==> src/rtl/line_clear.sv <==
// line_clear: removes every completely filled row from the board RAM after a
// piece lock, shifting the rows above down, and reports the number removed.
//
// Ports:
//   clk           system clock, rising edge
//   reset         asynchronous active-high reset
//   start         begin a scan (only sampled while idle)
//   ram_addr      board RAM address, row*BOARD_W + col
//   ram_wdata     colour written to RAM (0 when not writing)
//   ram_wren      RAM write enable
//   ram_rdata     RAM read data, valid the cycle after the address
//   busy          high while this block owns the RAM port, through DONE
//   done          one-cycle completion pulse
//   lines_cleared rows removed in the last run, saturating at 7
module line_clear #(
  parameter int unsigned BOARD_W = 10,
  parameter int unsigned BOARD_H = 20
) (
  input  logic       clk,
  input  logic       reset,
  input  logic       start,
  output logic [7:0] ram_addr,
  output logic [5:0] ram_wdata,
  output logic       ram_wren,
  input  logic [5:0] ram_rdata,
  output logic       busy,
  output logic       done,
  output logic [2:0] lines_cleared
);

  localparam int unsigned RowW = (BOARD_H > 1) ? $clog2(BOARD_H) : 1;
  // Column counter must also hold BOARD_W: the extra scan cycle checking the last cell.
  localparam int unsigned ColW = $clog2(BOARD_W + 1);

  localparam logic [RowW-1:0] RowLast = RowW'(BOARD_H - 1);
  localparam logic [RowW-1:0] RowOne  = RowW'(1);
  localparam logic [RowW-1:0] RowZero = RowW'(0);
  localparam logic [ColW-1:0] ColLast = ColW'(BOARD_W - 1);
  localparam logic [ColW-1:0] ColEnd  = ColW'(BOARD_W);
  localparam logic [ColW-1:0] ColOne  = ColW'(1);
  localparam logic [ColW-1:0] ColZero = ColW'(0);

  typedef enum logic [2:0] {
    StIdle,
    StScan,
    StShiftRd,
    StShiftWr,
    StClearTop,
    StDone
  } state_e;

  state_e          state_q, state_d;
  logic [RowW-1:0] row_q, row_d;   // row being scanned
  logic [RowW-1:0] dst_q, dst_d;   // destination row while shifting
  logic [ColW-1:0] col_q, col_d;
  logic            full_q, full_d; // all cells checked so far in this row are non-zero
  logic [2:0]      lines_q, lines_d;
  logic            cell_nz;

  function automatic logic [7:0] cell_addr(input logic [RowW-1:0] row,
                                           input logic [ColW-1:0] col);
    return 8'(row) * 8'(BOARD_W) + 8'(col);
  endfunction

  assign cell_nz = |ram_rdata;

  always_comb begin
    state_d   = state_q;
    row_d     = row_q;
    dst_d     = dst_q;
    col_d     = col_q;
    full_d    = full_q;
    lines_d   = lines_q;
    ram_addr  = '0;
    ram_wdata = '0;
    ram_wren  = 1'b0;
    done      = 1'b0;

    unique case (state_q)
      StIdle: begin
        if (start) begin
          state_d = StScan;
          row_d   = RowLast;
          col_d   = ColZero;
          lines_d = 3'd0;
        end
      end

      StScan: begin
        // Address for column col_q goes out now; its data is checked at col_q+1.
        if (col_q != ColEnd) begin
          ram_addr = cell_addr(row_q, col_q);
        end
        if (col_q == ColZero) begin
          full_d = 1'b1;
        end else begin
          full_d = full_q & cell_nz;
        end

        if (col_q == ColEnd) begin
          col_d = ColZero;
          if (full_q && cell_nz) begin
            if (lines_q != 3'd7) begin
              lines_d = lines_q + 3'd1;
            end
            dst_d   = row_q;
            // Row 0 has nothing above it to copy down.
            state_d = (row_q == RowZero) ? StClearTop : StShiftRd;
          end else if (row_q != RowZero) begin
            row_d = row_q - RowOne;
          end else begin
            state_d = StDone;
          end
        end else begin
          col_d = col_q + ColOne;
        end
      end

      StShiftRd: begin
        ram_addr = cell_addr(dst_q - RowOne, col_q);
        state_d  = StShiftWr;
      end

      StShiftWr: begin
        ram_addr  = cell_addr(dst_q, col_q);
        ram_wren  = 1'b1;
        ram_wdata = ram_rdata;
        state_d   = StShiftRd;
        if (col_q == ColLast) begin
          col_d = ColZero;
          if (dst_q == RowOne) begin
            state_d = StClearTop;
          end else begin
            dst_d = dst_q - RowOne;
          end
        end else begin
          col_d = col_q + ColOne;
        end
      end

      StClearTop: begin
        ram_addr = cell_addr(RowZero, col_q);
        ram_wren = 1'b1;
        if (col_q == ColLast) begin
          col_d = ColZero;
          // Rescan the same row: the row above has just moved into it.
          state_d = StScan;
        end else begin
          col_d = col_q + ColOne;
        end
      end

      StDone: begin
        done    = 1'b1;
        state_d = StIdle;
      end

      default: begin
        state_d = StIdle;
      end
    endcase
  end

  always_ff @(posedge clk or posedge reset) begin
    if (reset) begin
      state_q <= StIdle;
      row_q   <= '0;
      dst_q   <= '0;
      col_q   <= '0;
      full_q  <= 1'b0;
      lines_q <= 3'd0;
    end else begin
      state_q <= state_d;
      row_q   <= row_d;
      dst_q   <= dst_d;
      col_q   <= col_d;
      full_q  <= full_d;
      lines_q <= lines_d;
    end
  end

  assign busy          = (state_q != StIdle);
  assign lines_cleared = lines_q;

endmodule

==> config.mk <==
export PLATFORM = sky130hd
export DESIGN_NAME = line_clear
export DESIGN_NICKNAME = d
export VERILOG_FILES = /design/src/rtl/line_clear.sv
export SDC_FILE = /design/constraint.sdc
export NUM_CORES = 1
export LEC_CHECK = 0
export BUFFER_PORTS_ARGS = -buffer_cell sky130_fd_sc_hd__buf_2
export CAP_MARGIN = 10
export CORE_ASPECT_RATIO = 0.5
export CORE_MARGIN = 2
export CORE_UTILIZATION = 50
export DETAILED_ROUTE_END_ITERATION = 10
export PLACE_DENSITY_LB_ADDON = 0.3
export SLEW_MARGIN = 15
export SYNTH_ARGS = -nofsm -noshare
export SYNTH_HDL_FRONTEND = slang
export SYNTH_SLANG_ARGS = --single-unit
==> constraint.sdc <==
create_clock -name clk -period 9.8 [get_ports clk]
set_input_delay 1.96 -clock clk [delete_from_list [all_inputs] [get_ports clk]]
set_output_delay 1.96 -clock clk [all_outputs]
set_load 0.005 [all_outputs]
Word level (Yosys, flattened, before mapping)
Cells that the tools add are included.
Widths: inputs -> output; s select.
{ "totals": {"inputBits": 9, "word_cells": 87, "reg_bits": 21} }
{ "classes": {"addsub": 7, "reduce_logical": 16, "n_bitwise": 1, "mul": 3, "mux": 34, "n_eq_ne": 20} }
{ "op_table": {"columns": ["cell", "count"], "rows": [
  ["$mux 5", 8],
  ["$mux 3", 12],
  ["$pmux 8 s4", 1],
  ["$add 8x4->8", 3],
  ["$mul 5x3->7 const B", 3],
  ["$pmux 5 s2", 2],
  ["$ne 2x2->1 const B", 9],
  ["$pmux 3 s5", 1],
  ["$reduce_and 5->1", 3],
  ["$mux 4", 3],
  ["$pmux 4 s3", 1],
  ["$sub 5x1->5 const B", 2],
  ["$eq 4x4->1 const B", 2],
  ["$mux 8", 1],
  ["$eq 3x2->1 const B", 2],
  ["$eq 3x3->1 const B", 2],
  ["$mux 6", 1],
  ["$ne 3x3->1 const B", 2],
  ["$pmux 3 s2", 1],
  ["$reduce_bool 3->1", 2],
  ["$reduce_or 6->1", 1],
  ["$eq 5x1->1 const B", 1],
  ["$logic_not 5->1", 1],
  ["$reduce_bool 5->1", 1],
  ["13 further kinds", 16]
]} }

Logic depth before layout (Yosys ltp)
Gate-level depths: netlist (run 1).
{ "logic_depth": {"word_depth": 5, "depth_mapped": 15, "ltp_nobuf": 14} }

Worst setup path after synthesis (run 1)
OpenSTA, ideal clock, no wires.
{ "synth_timing": {"path_kind": "register to output", "startpoint": "reg dst_q[0]", "endpoint": "out ram_addr[7]", "setup_slack_ns": 5.010, "path_buffers": 1, "path_stages_with_launch": 16, "arrival_ns": 2.830, "cell_sequence": "dfrtp_1 > buf_6 > inv_1 > ha_1 > nor3b_2 > xnor2_1 > inv_1 > ha_1 > inv_1 > fa_1 > xnor3_1 > xnor2_1 > o32ai_1 > nand2_1 > xnor2_1 > o21ai_2"} }
{ "synth_via": {"elab_chain_len": 4, "word_cells_on_any_way": 6, "cone_classes": "add/sub (3); mul (2); mux (1)"} }
{ "synth_rtl": {"columns": ["element", "line", "text"], "rows": [
  ["start: declaration", "54", "logic [RowW-1:0] dst_q, dst_d;"],
  ["start signal: assignment", "175", "dst_q <= dst_d;"],
  ["$sub 5x1->5", "120", "ram_addr = cell_addr(dst_q - RowOne, col_q);"],
  ["$mul 5x3->7", "62", "return 8'(row) * 8'(BOARD_W) + 8'(col);"],
  ["$add 8x4->8", "62", null],
  ["$pmux 8 s4 *", "79", "unique case (state_q)"],
  ["end: declaration", "22", "output logic [7:0] ram_addr,"]
]} }
Mark *: on every way between the ends. The rest lies on a longest branch, timed or not.

Final worst setup path (run 1)
Ends and elaborated chain as after synthesis.

==> results.md, run 1 <==
* Outcome: finished clean
* CP Capture Type: primary output
* Area contributors post-synth: dfrtp_1 22%, ha_1 14%, xnor2_1 6.3%, nand2_1 4.3%, fa_1 4.2%
* Drt first pass iters at 5
* Initial antenna violation count at 0
* Setup_tns at 0 ns
* Post-synth ARST share at 100%
* Relative slew slack at 39.5%
* Proportion of power drawn by the clock network at 7.9%
* Die area at 0.00533 sq mm
* Via count at 2103
* PortBufs at 28
* Final WL at 5560 microns
* DIE HEIGHT at 52.6 microns
* Number of post-CTS setup repair buffers at 0
* Clock Skews at 0.00523 ns
* Net switching power at 370 uW
* Resize count post-CTS at 0
* Synth top cells by count: 27 x ha_1, 27 x nand2_1, 24 x inv_1
* Post-layout minimum cycle time at 5.51 ns
* Critical Path Fanout Max at 9
* Largest net degree at the start of global routing at 28
* DRC violations left at 0
* Pwr dens at 288 mW/mm^2
* Unique masters post-synth at 57
* Yosys top cell by area: dfrtp_1
* Cell Area, Synth at 0.00236 sq mm
* Mapped Nets at 321
* Critical Path, Cell by Cell: inv_1 > ha_1 > nor3b_2 > xnor2_1 > inv_1 > ha_1 > inv_1 > fa_1 > xnor3_1 > xnor2_1 > o32ai_1 > nand2_1 > xnor2_1 > o21ai_2 > buf_2
* Starting Density at 52.9%
* Yosys warnings at 0
* Nets at 343
* Synth Instances at 280
* Clock Sinks at 21
* Routed vias/inst at 5.87
* I/O Pins at 29
* Core Region at 0.00447 sq mm
* Startpoint types: flip-flop
* Fin. max-slew vios at 0
* # rows at 17
* Post-DP HPWL at 4450 microns
* Area of the multi-input gates at 0.00169 sq mm
* Placer Congestion at 0.904
* RSZ-0062 raised after global routing: no
* Logic pwr share at 71.1%
* Cell-internal power at 370 uW
* Final hold violation count at 0
* Worst skew pair latency at 0.27 ns
* Fillers at 402
* CTS H-tree lvls at 1
* Storage cell area at 526 sq um
* # setup viols final at 0
* Clk root buf: clkbuf_8
* Yosys top cell area share at 22.2%
* EDFF count, synth at 0
* FF+latch count, synth at 21
* GRT Residual Overflow at 0
* Clock buffer count from CTS at 3
* Switch share at 50.0%
* Required @ worst endpoint at 7.84 ns
* First-pass GRT wire length at 9780 microns
* P_leak at 1.22 nW
* Max Fclk at 0.181 GHz
* Antenna Violating Nets Remaining at 0
* CTS tree: yes
* Buffers plus inverters on the worst setup path at 4
* Vias in the first global route at 2061
* Sequential-to-total area share from yosys stat at 22.2%
* Avg Synthesized Cell Area at 8.44 sq um
* Max-cap violations at 0
* Peak VDD IR at 0.000130 V
* Layout Cells excl Fill at 358
* Die Wd at 101 microns
* Main synth FF type: dfrtp_1
* Antenna diode count at 0
* CP max stage cell: dfrtp_1
* Share of layout cells above drive strength 1 at 15.6%
* Crit path DAT at 3.55 ns
* Setup CP Type: reg -> out
* DP Cell Count at 354
* Reg power frac at 21.0%
* CTS clk-pin slew, worst paths at 0.08 ns
* Hold Path Class: reg -> reg
* Clk buf depth at 2
* Hold Buf Count CTS at 0
* Wire length per cell at 15.5 microns
* Cell family with most CP delay: adder cells
* Worst-margin pin slew at 0.907 ns
* Crit-path max cell delay at 0.55 ns
* Synth-to-Final Area Change at 8.58%
* Initial drt markers at 86
* Period utilisation layout at 56.2%
* Total GRT Usage at 23.2%
## worst paths after layout
check                      cells after the start              startpoint  slack [ns]                   end
min in group asynchronous                      2                   reset        1.84  row_q[3]$_DFFE_PP0P_
min                                            1      full_q$_DFFE_PP0P_        0.52    full_q$_DFFE_PP0P_
max in group asynchronous                      2                   reset        7.45  row_q[2]$_DFFE_PP0P_
max                                           15    dst_q[0]$_DFFE_PP0P_        4.29           ram_addr[7]
min reg2reg                                    1      full_q$_DFFE_PP0P_        0.52    full_q$_DFFE_PP0P_
max reg2reg                                    6  state_q[2]$_DFFE_PP0P_        7.51  col_q[3]$_DFFE_PP0P_
## cell usage in the layout (no fill, tap or decap), drive strengths merged, types with 2 or more instances in the layout
master	netlist	final
a211o	2	2
a21boi	3	3
a21o	4	4
a21oi	18	18
a22o	3	3
and2	6	6
buf	7	28
clkbuf	4	3
dfrtp	21	21
fa	5	5
ha	27	27
inv	24	24
mux2	3	3
mux2i	5	5
nand2	27	27
nand2b	3	3
nand3	7	7
nor2	22	22
nor3	12	12
nor3b	3	3
nor4	3	3
nor4b	2	2
o21ai	17	17
o221ai	2	2
o22ai	2	2
o31a	2	2
o31ai	2	2
o32ai	2	2
or2	2	2
or4b	2	2
xnor2	17	17
xor2	5	5
## cell families after synthesis
| kind of cell | Yosys count | share of synthesized area [%] |
|---|---|---|
| and+or+nand+nor | 96 | 21.9 |
| buffers and inverters | 35 | 6.14 |
| muxes | 8 | 3.55 |
| adders and majority gates | 32 | 18.5 |
| AOI/OAI and AO/OA | 65 | 18.6 |
| xor gates and xnor gates | 23 | 9.11 |
| DFF | 21 | 22.2 |
## power groups by stage
stage	Sequential (mW)	Combinational, mW	Clock, mW
after floorplan	0.125	0.416	0
after global placement	0.153	0.502	0
after detailed placement	0.155	0.520	0
after CTS	0.153	0.523	0.0590
after global routing	0.161	0.592	0.0627
final	0.155	0.526	0.0582
## sequential cells by signal, summed over array words and instances (netlist names)
name           count
state_q            3
lines_cleared      3
col_q              4
dst_q              5
row_q              5
full_q             1
## per-stage QoR
stage	hold slack [ns]	power [mW]	cell area, sq um	utilization [%]	setup WS (ns)
floorplan	0.472	0.541	2360	-	5.01
global placement	0.499	0.656	2520	56.4	4.71
detailed placement	0.503	0.675	2520	56.4	4.60
CTS	0.525	0.736	2570	57.5	4.29
global route	0.567	0.815	2570	57.5	3.99
finish	0.516	0.739	2570	57.5	4.29
## metal layers
| metal | GRT usage [%] | vias to the layer above | wire length [microns] |
|---|---|---|---|
| met4 | 4.95 | 0 | 49 |
| met2 | 37.7 | 57 | 2540 |
| met1 | 32.9 | 1006 | 2750 |
| met5 | 0 | - | 0 |
| li1 | - | 1032 | - |
| met3 | 3.60 | 8 | 221 |
## cell type report
class / count / area share [%]
Tap cell: 57 / 2.78
Timing Repair Buffer: 28 / 5.46
Sequential cell: 21 / 20.5
Inverter: 24 / 3.51
Clock buffer: 3 / 1.61
Clock inverter: 1 / 0.195
Multi-Input combinational cell: 224 / 66.0
## worst reg2reg max path: cells and delay by family, from the launching register on
| kind | cells | cell delay (ns) |
|---|---|---|
| AOI/OAI and AO/OA | 2 | 0.25 |
| buffers and inverters | 1 | 0.25 |
| DFF | 1 | 0.63 |
| and+or+nand+nor | 3 | 1.07 |
Note: power is estimated with default switching activity, not from simulation.
==> inputs of run 2 (changes only) <==
Clock period 9.8 ns to 5.4 ns, I/O delays scaled along.
==> run 2 against run 1 <==
Via count barely moved. Global-route usage fell by 1.3 points. Combinational power rose by 79%. Register-to-register slack got worse by 4.4 ns. Core utilization rose by 0.14 points. Worst hold slack improved by 0.0080 ns. Total power rose by 80%. Count of clock-buffer cells in the layout rose by 1. Critical path depth did not move. Non-clock buffer count rose by 1. First-iteration DRC count rose by 37%. Cell count rose by 0.28%. Critical path type unchanged. Critical endpoint unchanged.
==> results.md, run 2 (same netlist as run 1, synthesis figures left out) <==
* Crit path DAT at 3.64 ns
* Buffers plus inverters on the worst setup path at 4
* Critical Path Fanout Max at 9
* Hold Path Class: reg -> reg
* Worst path depth at 15
* Largest net degree at the start of global routing at 27
* Setup_tns at 0 ns
* Nets at 344
* Clock Skews at 0.00343 ns
* Setup CP Type: reg -> out
* Drt first pass iters at 4
* Antenna diode count at 0
* Synth-to-Final Area Change at 8.84%
* Starting Density at 52.9%
* Routed vias/inst at 5.85
* Post-DP HPWL at 4350 microns
* Peak VDD IR at 0.000251 V
* Via count at 2101
* CP Capture Type: primary output
* Pwr dens at 517 mW/mm^2
* Outcome: finished clean
* Relative slew slack at 45.7%
* Vias in the first global route at 1933
* Total GRT Usage at 22.0%
* Max Fclk at 0.212 GHz
* Period utilisation layout at 87.4%
* Clk buf depth at 2
* Initial antenna violation count at 0
* Post-layout minimum cycle time at 4.72 ns
* Clock Sinks at 21
* # setup viols final at 0
* Final hold violation count at 0
* Share of layout cells above drive strength 1 at 15.6%
* CP max stage cell: dfrtp_1
* Fin. max-slew vios at 0
* CTS tree: yes
* GRT Residual Overflow at 0
* PortBufs at 28
* Largest regs: dst_q x5, row_q x5, col_q x4
* Pre-CTS setup slack at 0.984 ns
* Number of post-CTS setup repair buffers at 0
* Setup WS post-layout at 0.682 ns
* Max-cap violations at 0
* First-pass GRT wire length at 9140 microns
* Crit-path max cell delay at 0.57 ns
* Startpoint types: flip-flop
* Most common library cell in the layout ignoring fill and taps: buf_2
* Worst R2R Path Depth at 6
* Cell family with most CP delay: adder cells
* Placer Congestion at 0.863
* Clock buffer count from CTS at 3
* Final WL at 5520 microns
* Wire length per cell at 15.4 microns
* Die Wd at 101 microns
* I/O Pins at 29
* Initial drt markers at 118
* Clk root buf: clkbuf_8
* Commonest cells after routing, fill and taps aside: 28 x buf_2, 27 x nand2_1, 27 x ha_1
* Antenna Violating Nets Remaining at 0
* Die area at 0.00533 sq mm
* Worst skew pair latency at 0.26 ns
* # rows at 17
* Hold Buf Count CTS at 0
* CTS H-tree lvls at 1
* DIE HEIGHT at 52.6 microns
* DRC violations left at 0
* RSZ-0062 raised after global routing: no
* Required @ worst endpoint at 4.32 ns
* Resize count post-CTS at 0
* P_leak at 1.22 nW
* Critical Path, Cell by Cell: inv_1 > ha_1 > nor3b_2 > xnor2_1 > inv_1 > ha_1 > inv_1 > fa_1 > xnor3_1 > xnor2_1 > o32ai_1 > nand2_1 > xnor2_1 > o21ai_2 > buf_2
* Core Region at 0.00447 sq mm
* Worst hold path depth at 1
* CTS clk-pin slew, worst paths at 0.08 ns
* Worst-margin pin slew at 0.814 ns
-- run 2: cell types whose count changed in the layout (fill, tap and decap cells not counted), sizes merged --
cell,previous run,this run
buf,28,29
clkbuf,3,4
clkinv,1,0
-- run 2: worst register-to-register path: stages (launching register included) --
cell	delay, ns
dfrtp_1	0.62
nor3b_2	0.53
nand2_1	0.22
o32ai_2	0.39
o21ai_0	0.23
nand2_1	0.11
o21ai_0	0.08
-- run 2: where the power goes --
part           switching [mW]  internal, mW
sequential             0.0919         0.191
clock                  0.0530        0.0527
combinational           0.514         0.429
-- run 2: layout make-up --
cell class	count	area, sq um
Inverter	24	90.1
Timing Repair Buffer	29	148
Multi-Input combinational cell	224	1690
Clock buffer	4	45.0
Sequential cell	21	526
Tap cell	57	71.3
Fill cell	403	1890
-- run 2: final timing paths --
kind                                                      to  slack [ns]                    from
worst max-delay path                             ram_addr[7]        0.68    dst_q[0]$_DFFE_PP0P_
worst min register to register            full_q$_DFFE_PP0P_        0.52      full_q$_DFFE_PP0P_
max in group asynchronous               col_q[0]$_DFFE_PP0P_        3.93                   reset
min in group asynchronous       lines_cleared[2]$_DFFE_PP0P_        0.96                   reset
worst min-delay path                      full_q$_DFFE_PP0P_        0.52      full_q$_DFFE_PP0P_
worst max register to register          dst_q[0]$_DFFE_PP0P_        3.11  state_q[0]$_DFFE_PP0P_
-- run 2: layer usage --
metal / vias up / wire length, microns / track usage, %
met5: - / 0 / 0
met4: 0 / 57 / 5.41
met3: 6 / 279 / 2.67
met2: 64 / 2530 / 36.4
met1: 994 / 2660 / 30.7
li1: 1037 / - / -
-- run 2: per-stage QoR --
step | utilization (%) | cell area, sq um | cells | hold WS (ns) | total power, mW
6_report | 57.6 | 2570 | 359 | 0.524 | 1.33
5_1_grt | 57.6 | 2570 | 359 | 0.574 | 1.47
4_1_cts | 57.6 | 2570 | 359 | 0.534 | 1.33
3_5_place_dp | 56.6 | 2530 | 355 | 0.514 | 1.21
3_3_place_gp | 56.6 | 2530 | 355 | 0.497 | 1.19
2_1_floorplan | - | 2360 | 280 | 0.472 | 0.982
==> inputs of run 3 (changes only) <==
Clock period 5.4 ns to 3.9 ns, I/O delays scaled along.
==> run 3 against run 2 <==
Global-route usage up 0.51 points. Wire length grew 5.2%. Die area unchanged. Sequential share of layout area fell by 1.4 points. Clock power rose by 39%. Critical path type unchanged. Final area up 7.7%. Non-clock buffer count is 16 higher. The flow now finishes with violations (setup timing).
==> results.md, run 3 (same netlist as run 1, synthesis figures left out) <==
* Largest net degree at the start of global routing at 22
* Top cell by count, worst path: xnor2_2
* Period utilisation layout at 102%
* Final hold violation count at 0
* # rows at 17
* Total GRT Usage at 22.5%
* Via count at 2192
* First-pass GRT wire length at 9170 microns
* DP Cell Count at 361
* Fin. max-slew vios at 0
* GRT Residual Overflow at 0
* Die area at 0.00533 sq mm
* P_leak at 1.31 nW
* Initial drt markers at 94
* Setup WS post-layout at -0.0700 ns
* Nets at 360
* Placer Congestion at 0.875
* Core Region at 0.00447 sq mm
* Outcome: finished, violations left
* Relative slew slack at 44.8%
* Worst Hold Slack at 0.525 ns
* Hold Buf Count CTS at 0
* Starting Density at 52.9%
* Routed vias/inst at 5.85
* Fillers at 379
* Clk buf depth at 2
* CP Capture Type: primary output
* Setup CP Type: reg -> out
* Total power at 2.02 mW
* DRC violations left at 0
* Violated checks: setup timing
* Hold Path Class: reg -> reg
* Initial antenna violation count at 0
* Final WL at 5810 microns
* Clk root buf: clkbuf_8
* Startpoint types: flip-flop
* DIE HEIGHT at 52.6 microns
* Wire length per cell at 15.5 microns
* CTS tree: yes
* Crit-path max cell delay at 0.41 ns
* Post-layout minimum cycle time at 3.97 ns
* Crit path DAT at 3.19 ns
* Drt first pass iters at 5
* Share of layout cells above drive strength 1 at 24.5%
* Most common library cell in the layout ignoring fill and taps: buf_2
* Critical Path, Cell by Cell: buf_6 > o31a_1 > nor2_2 > xor2_1 > ha_2 > inv_2 > fa_2 > xnor3_1 > xnor2_2 > o32ai_1 > nand2_1 > xnor2_2 > o21ai_2 > buf_2
* Post-DP HPWL at 4390 microns
* Largest regs: dst_q x5, row_q x5, col_q x4
* Max-cap violations at 0
* I/O Pins at 29
* Clock Skews at 0.00133 ns
* CP max stage cell: dfrtp_1
* RSZ-0062 raised after global routing: yes
* Pwr dens at 728 mW/mm^2
* PortBufs at 28
* Peak VDD IR at 0.000312 V
* Worst-margin pin slew at 0.827 ns
* Commonest cells after routing, fill and taps aside: 28 x buf_2, 27 x nand2_1, 24 x ha_1
* # setup viols final at 1
* Synth-to-Final Area Change at 17.2%
* Required @ worst endpoint at 3.12 ns
* CTS H-tree lvls at 1
* Antenna diode count at 0
* Vias in the first global route at 1983
* Clock Sinks at 21
* Worst skew pair latency at 0.27 ns
* CTS clk-pin slew, worst paths at 0.08 ns
* Clock buffer count from CTS at 3
* Max Fclk at 0.252 GHz
* Antenna Violating Nets Remaining at 0
* Critical Path Fanout Max at 4
* Die Wd at 101 microns
* Layout Cells excl Fill at 375
[run 3: layer usage]
layer,vias to the layer above,part of all wire [%],GRT usage (%)
met3,5,4.5,2.93
met1,1046,49,30.0
met5,-,0,0
li1,1074,-,-
met4,0,0.93,6.53
met2,67,46,38.6
[run 3: report_power, final]
| part | leakage (nW) | total [mW] | switching [mW] | internal (mW) |
|---|---|---|---|---|
| Combinational | 1.03 | 1.50 | 0.795 | 0.709 |
| Sequential | 0.261 | 0.366 | 0.100 | 0.266 |
| Clock | 0.0228 | 0.147 | 0.0738 | 0.0730 |
[run 3: cell type report]
cell class                      count  area [sq um]  share of cell area, %
Multi-Input combinational cell    224          1760                   63.6
Sequential cell                    21           527                   19.0
Timing Repair Buffer               45           275                   9.94
Inverter                           24          90.1                   3.25
Tap cell                           57          71.3                   2.57
Clock buffer                        4          45.0                   1.63
[run 3: worst paths after layout]
kind / from / endpoint / slack [ns] / cells past startpoint
min: full_q$_DFFE_PP0P_ / full_q$_DFFE_PP0P_ / 0.53 / 1
min reg2reg: full_q$_DFFE_PP0P_ / full_q$_DFFE_PP0P_ / 0.53 / 1
max: dst_q[0]$_DFFE_PP0P_ / ram_addr[7] / -0.07 / 14
max in group asynchronous: reset / dst_q[2]$_DFFE_PP0P_ / 2.67 / 2
min in group asynchronous: reset / state_q[0]$_DFFE_PP0P_ / 0.67 / 2
max reg2reg: state_q[0]$_DFFE_PP0P_ / dst_q[3]$_DFFE_PP0P_ / 1.68 / 4
[run 3: repair_timing]
action,CTS,global route
setup endpoints to repair,2,2
pin swaps,13,10
resized for setup,15,4
setup buffers,8,2
[run 3: critical path, delay by kind of cell, from the launching register on]
| family | cells | cell delay (ns) |
|---|---|---|
| flops | 1 | 0.41 |
| simple gates | 2 | 0.30 |
| buf+inv | 3 | 0.30 |
| fa+ha+maj | 2 | 0.54 |
| compound gates | 3 | 0.67 |
| xor+xnor | 4 | 0.70 |
[run 3: stage by stage]
step	TNS (ns)	setup WS, ns	area, sq um	util, %
after floorplan	0	0.290	2360	-
after global routing	-0.263	-0.158	2770	62.0
final	-0.0700	-0.0700	2770	62.0
after detailed placement	0	0.127	2570	57.6
after global placement	0	0.233	2570	57.6
after CTS	0	0.00590	2740	61.3
